## src/rtl/fifo_handshake.sv

```systemverilog
// Router input buffer: accepts one flit per RTS/CTS handshake into a circular
// FIFO and presents the head flit first-word fall-through to the crossbar.
module fifo_handshake #(
  parameter int unsigned DATA_WIDTH = 32,
  parameter int unsigned DEPTH      = 4
) (
  input  logic                  clk,
  input  logic                  rst,
  input  logic                  DRTS,
  input  logic [DATA_WIDTH-1:0] RX,
  input  logic                  read_en_N,
  input  logic                  read_en_E,
  input  logic                  read_en_W,
  input  logic                  read_en_S,
  input  logic                  read_en_L,
  output logic                  CTS,
  output logic [DATA_WIDTH-1:0] Data_out,
  output logic                  empty_out,
  output logic                  full_out
);

  localparam int unsigned PW = $clog2(DEPTH);
  localparam int unsigned CW = PW + 1;

  logic [DATA_WIDTH-1:0] mem [DEPTH];
  logic [PW-1:0]         read_ptr;
  logic [PW-1:0]         write_ptr;
  logic [CW-1:0]         count;
  logic                  wr;
  logic                  pop;

  assign empty_out = (count == '0);
  assign full_out  = (count == CW'(DEPTH));

  // Full is judged on pre-pop occupancy, so a write coinciding with a pop
  // from a full FIFO is deferred to a later handshake.
  assign wr  = DRTS & ~CTS & ~full_out;
  assign pop = (read_en_N | read_en_E | read_en_W | read_en_S | read_en_L) & ~empty_out;

  assign Data_out = mem[read_ptr];

  always_ff @(posedge clk) begin
    if (rst) begin
      read_ptr  <= '0;
      write_ptr <= '0;
      count     <= '0;
      CTS       <= 1'b0;
      for (int unsigned i = 0; i < DEPTH; i++) begin
        mem[i] <= '0;
      end
    end else begin
      CTS <= wr;
      if (wr) begin
        mem[write_ptr] <= RX;
        write_ptr      <= write_ptr + PW'(1);
      end
      if (pop) begin
        read_ptr <= read_ptr + PW'(1);
      end
      if (wr && !pop) begin
        count <= count + CW'(1);
      end else if (pop && !wr) begin
        count <= count - CW'(1);
      end
    end
  end

endmodule
```

## config.mk

```make
export PLATFORM = sky130hd
export DESIGN_NAME = fifo_handshake
export DESIGN_NICKNAME = d
export VERILOG_FILES = /design/src/rtl/fifo_handshake.sv
export SDC_FILE = /design/constraint.sdc
export NUM_CORES = 1
export LEC_CHECK = 0
export CAP_MARGIN = 5
export CORE_MARGIN = 10
export CORE_UTILIZATION = 60
export CTS_CLUSTER_SIZE = 24
export DETAILED_ROUTE_END_ITERATION = 16
export GPL_ROUTABILITY_DRIVEN = 0
export PLACE_DENSITY = 0.81
export SLEW_MARGIN = 20
export SYNTH_ARGS = -nofsm -noshare
export SYNTH_HDL_FRONTEND = slang
export SYNTH_SLANG_ARGS = --single-unit
```

## constraint.sdc

```tcl
create_clock -name clk -period 10.4 [get_ports clk]
set_input_delay 2.6 -clock clk [delete_from_list [all_inputs] [get_ports clk]]
set_output_delay 2.6 -clock clk [all_outputs]
set_load 0.02 [all_outputs]
```

Yosys cells after proc, flatten, opt, wreduce, memory -nomap -nowiden
Memories as Yosys holds them, arrays and structs flattened. A register that Yosys moved wholly into a read port is not among the register bits.
Index checks and enable logic that the tools add are counted.
{ "word_totals": {"out_inout_bits": 35, "elab_cells": 39, "ram_bits": 128, "regBits": 8, "mem_count": 1} }
{ "memory_table": {"columns": ["name", "words", "width", "read_ports", "rd_clocked_by_memory_dff", "wr", "line_no", "text"], "rows": [
  ["mem", 4, 32, 1, 1, 4, "25", "logic [DATA_WIDTH-1:0] mem [DEPTH];"]
]} }
{ "op_classes": {"muxes": 12, "n_eq_ne": 1, "bitwise_logic": 10, "n_reduce_logical": 7, "addsub": 4} }
{ "op_table": {"columns": ["cell", "count"], "rows": [
  ["$mux 32", 1],
  ["$reduce_or 32->1", 1],
  ["$mux 1", 6],
  ["$mux 2", 3],
  ["$mux 3", 2],
  ["$add 2x1->2 const B", 2],
  ["$or 1x1->1", 4],
  ["$add 3x1->3 const B", 1],
  ["$and 1x1->1", 3],
  ["$eq 3x3->1 const B", 1],
  ["$logic_not 3->1", 1],
  ["$not 1->1", 3],
  ["$sub 3x1->3 const B", 1],
  ["$logic_and 1x1->1", 2],
  ["$logic_not 1->1", 2],
  ["$reduce_bool 2->1", 1]
]} }

Depth between registers and ports, before layout
{ "logic_depth": {"word_depth": 8, "mapped_depth": 9, "mapped_depth_nobuf": 8} }

Worst setup path before layout
Ideal clock, no wire load.
{ "synth_timing": {"path_type": "input-to-reg", "from": "input port DRTS", "to": "memory mem[1][0] (enable)", "arrival_ns": 6.158, "setup_ns": 0.511, "stages": 3, "setup_slack_ns": 3.731, "path_cell_list": "nand2b_1 > buf_2 > o41ai_1"} }
{ "synth_rtl": {"columns": ["element", "line_no", "text"], "rows": [
  ["start, declared", "9", "input logic DRTS,"],
  ["end, declared", "25", null]
]} }

==> metrics.md <==
| Metric | Value |
|---|---|
| Status | finished clean |
| Ys Warns | 0 |
| P&R area growth vs syn | 24.41% |
| Max Cap Viol | 0 |
| Initial antenna violation count | 0 |
| CTS tree | built |
| CTS root buf | clkbuf_8 |
| Grt ovf | 0 |
| Final design utilization | about three quarters |
| Maximum VDD drop | approximately 0.17 mV |
| Crit path launch type | flop |
| Post-Synth Adder-Cell Area | 0.5396% |
| Reg clk slew, reported paths | 0.06 ns |
| GR Util met3 | approximately 5.2% |
| Crit Path Category | reg2out |
| First-pass GRT wire length | 19,750 um |
| Synth Area in XOR/XNOR | less than 1% |
| Tmin final | around 5.2 ns |
| Die width | about 120 um |
| Final ANT Viol Nets | 0 |
| CP Buf/Inv Count | 2 |
| Fmax | between 150 and 200 MHz |
| Arrival time at the worst endpoint | roughly 2.6 ns |
| Area occupied by multi-input gates | about 1900 sq um |
| DR WL/cell | 20.90 um |
| Clock power share | approximately a third |
| Clock H-tree levels | 4 |
| CTS Sinks | ~140 |
| Crit path max-delay family | buffers and inverters |
| Post-route DRC | 0 |
| Worst slew pin tran | between 0.9 and 1 ns |
| Ys flop type | edfxtp_1 |
| Mean area per synthesized cell | 16.52 sq um |
| Final cell count without fillers | 590 |
| Hold Path Sink | count[2] |
| Placeable Area | slightly below 10,000 sq um |
| Post-synthesis compound-gate area fraction | 1.142% |
| Largest net degree at the start of global routing | 33 |
| Post-CTS setup buffers | 0 |
| Internal Dissipation | roughly 1.3 mW |
| Total global routing track utilization | between 10% and 20% |
| WHS | between 0.5 and 0.6 ns |
| Multiplexer area fraction after synthesis | approximately an eighth |
| Hold path cells | 2 |
| Vias/cell | 5.597 |
| Post-synthesis simple-gate area fraction | 16.21% |
| Busiest grt layer | met2 |
| Die ar. | approximately 14,000 sq um |
| Comb power frac | a little over a quarter |
| Final WS setup | between 5 and 6 ns |
| Psw | 487.5 uW |
| Mapped Cells | around 370 |
| Synthesized area | 6028 sq um |
| Met1 usage | about a fifth |
| Tot Pwr | approximately 1.8 mW |
| Register area | approximately 4000 sq um |
| Post-DP HPWL | around 7200 um |
| RSZ-0062 raised after global routing | no |
| I/O pins | between 70 and 80 |
| Worst Hold Launch | count[2] |
| Switching Share | between 20 and 30% |
| Cell variety after synth | 34 |
| CP endpoint kind | output port |
| Std-Cell Rows | 36 |
| R2R Path Start | CTS |
| Worst-Skew Late Latency | 0.52 ns |
| Ratio of cells with drive above 1 in the final layout | 18.38% |
| Drt pass-1 iters | 5 |
| Crit Path Max Fanout | 32 |
| Slowest-stage cell, CP | mux4_2 |
| Initial DRC count | between 200 and 300 |
| P_leak | 2.727 nW |
| Register area share after synthesis | between 60 and 70% |
| Worst path max stage delay | 0.62 ns |
| Main combinational cell family by area after synthesis | simple AND/OR/NAND/NOR gates |
| Setup violators final | 0 |
| Layout net count | between 400 and 500 |
| R2R cell count | 8 |
| Final Cell Area | ~7500 sq um |
| Synth Net Count | between 400 and 500 |
| Req. time, crit path | 7.80 ns |
| Filler Cell Count | roughly 570 |
| GRT met2 Usage | 31.09% |
| Dpl ws | roughly 5.3 ns |
| Async SR Flop Fraction | 0% |
| Synthesized flop and latch total | about 140 |
| DP Area | around 7000 sq um |
| DR vias | 3,302 |
| Critical path, cell by cell | buf_4, mux4_2, clkdlybuf4s50_1 |
| Clk buf depth | 2 |
| CTS resizes | 0 |
| Period utilization | roughly half |
| Power density over the cells | approximately 240 nW/um^2 |
| Port-buffer cells | 74 |
| Routed wire length | approximately 12,000 um |
| Max-slew violations | 0 |
| CTS Buf Count | 17 |
| Seq pwr share | between 40% and 50% |
| Die Ht | 120.2 um |
| Number of enable flip-flop cells after synthesis | 128 |
| Setup TNS | 0 ns |
| Min-Delay Path Class | reg2reg |
| Final Skew | between 0.009 and 0.01 ns |
| Setup slack, reg-to-reg | approximately 8.0 ns |
| Fin. Hold Viols | 0 |
| Initial Utilization | between 60% and 70% |
| Reg-to-Reg End | count[2] |
| ANT cells | 0 |
| Vias in the first global route | between 3k and 4k |
| Cells after DPL | between 500 and 600 |
| # hold bufs at CTS | 0 |
| Max_slew headroom | 35.54% |
==> cells in the mapped netlist (all sizes together) (2+ instances only) <==
master | instances | area [sq um]
o21ai | 2 | 10.01
nand2b | 3 | 18.77
a21oi | 2 | 10.01
edfxtp | 128 | 3844
buf | 9 | 48.80
mux2 | 3 | 33.78
nor3 | 2 | 15.01
xor2 | 2 | 17.52
or3 | 2 | 12.51
nor4b | 2 | 47.55
clkbuf | 13 | 56.31
mux4 | 32 | 720.7
dfxtp | 10 | 200.2
and2 | 128 | 800.8
nor2 | 8 | 30.03
nor4 | 2 | 27.53
inv | 5 | 18.77
==> registers in the layout (all words and copies together), names as in the netlist, named ones only <==
signal     count
read_ptr       2
mem          128
count          3
CTS            1
write_ptr      2
==> power by group through the flow <==
stage	Combinational, mW	Sequential (mW)	Clock (mW)
detailed placement	0.477	0.723	0
global route	0.508	0.721	0.607
finish	0.474	0.713	0.576
global placement	0.472	0.719	0
floorplan	0.308	0.698	0
CTS	0.483	0.713	0.584
==> cell families (layout without fill, tap and decap cells) <==
logic type | after synthesis | after routing
muxes | 36 | 36
buffers and inverters | 27 | 119
and+or+nand+nor | 150 | 150
adders and majority gates | 2 | 2
DFF | 138 | 138
xor gates and xnor gates | 2 | 2
AOI/OAI and AO/OA | 10 | 10
==> routing by layer <==
layer	part of all wire (%)	vias to the layer above
met5	0	-
met1	38	1657
li1	-	1510
met2	53	119
met4	1.7	0
met3	6.9	16
==> cells in the final DEF (no fill, tap or decap), types with 5 or more instances in the layout <==
cell type          n
and2_1           128
edfxtp_1         128
clkdlybuf4s50_1   74
mux4_2            32
clkbuf_16         16
dfxtp_1            8
nor2_1             8
buf_4              8
clkinv_2           6
inv_1              5
==> worst min-delay path: stages, from the launching register on <==
cell     delay (ns)
dfxtp_1        0.34
o21ai_0        0.08
a21oi_1        0.06
==> layout make-up <==
type	count	area share [%]
tap	133	2.219
inverter	5	0.2503
sequential	138	53.95
multi-input combinational	200	25.26
timing repair buffer	82	10.68
clock inverter	14	2.069
clock buffer	18	5.572
==> how the worst max path moves through the flow <==
stage	slack (ns)	cells after the start	to	startpoint
global placement	5.44	3	mem[0][9]	rst
floorplan	3.73	3	mem[1][0]	DRTS
CTS	5.17	3	Data_out[30]	flop
finish	5.24	3	Data_out[18]	flop
detailed placement	5.34	9	count[2]	DRTS
global route	5.09	3	Data_out[30]	flop
No activity file was read; power rests on OpenSTA's default activity.
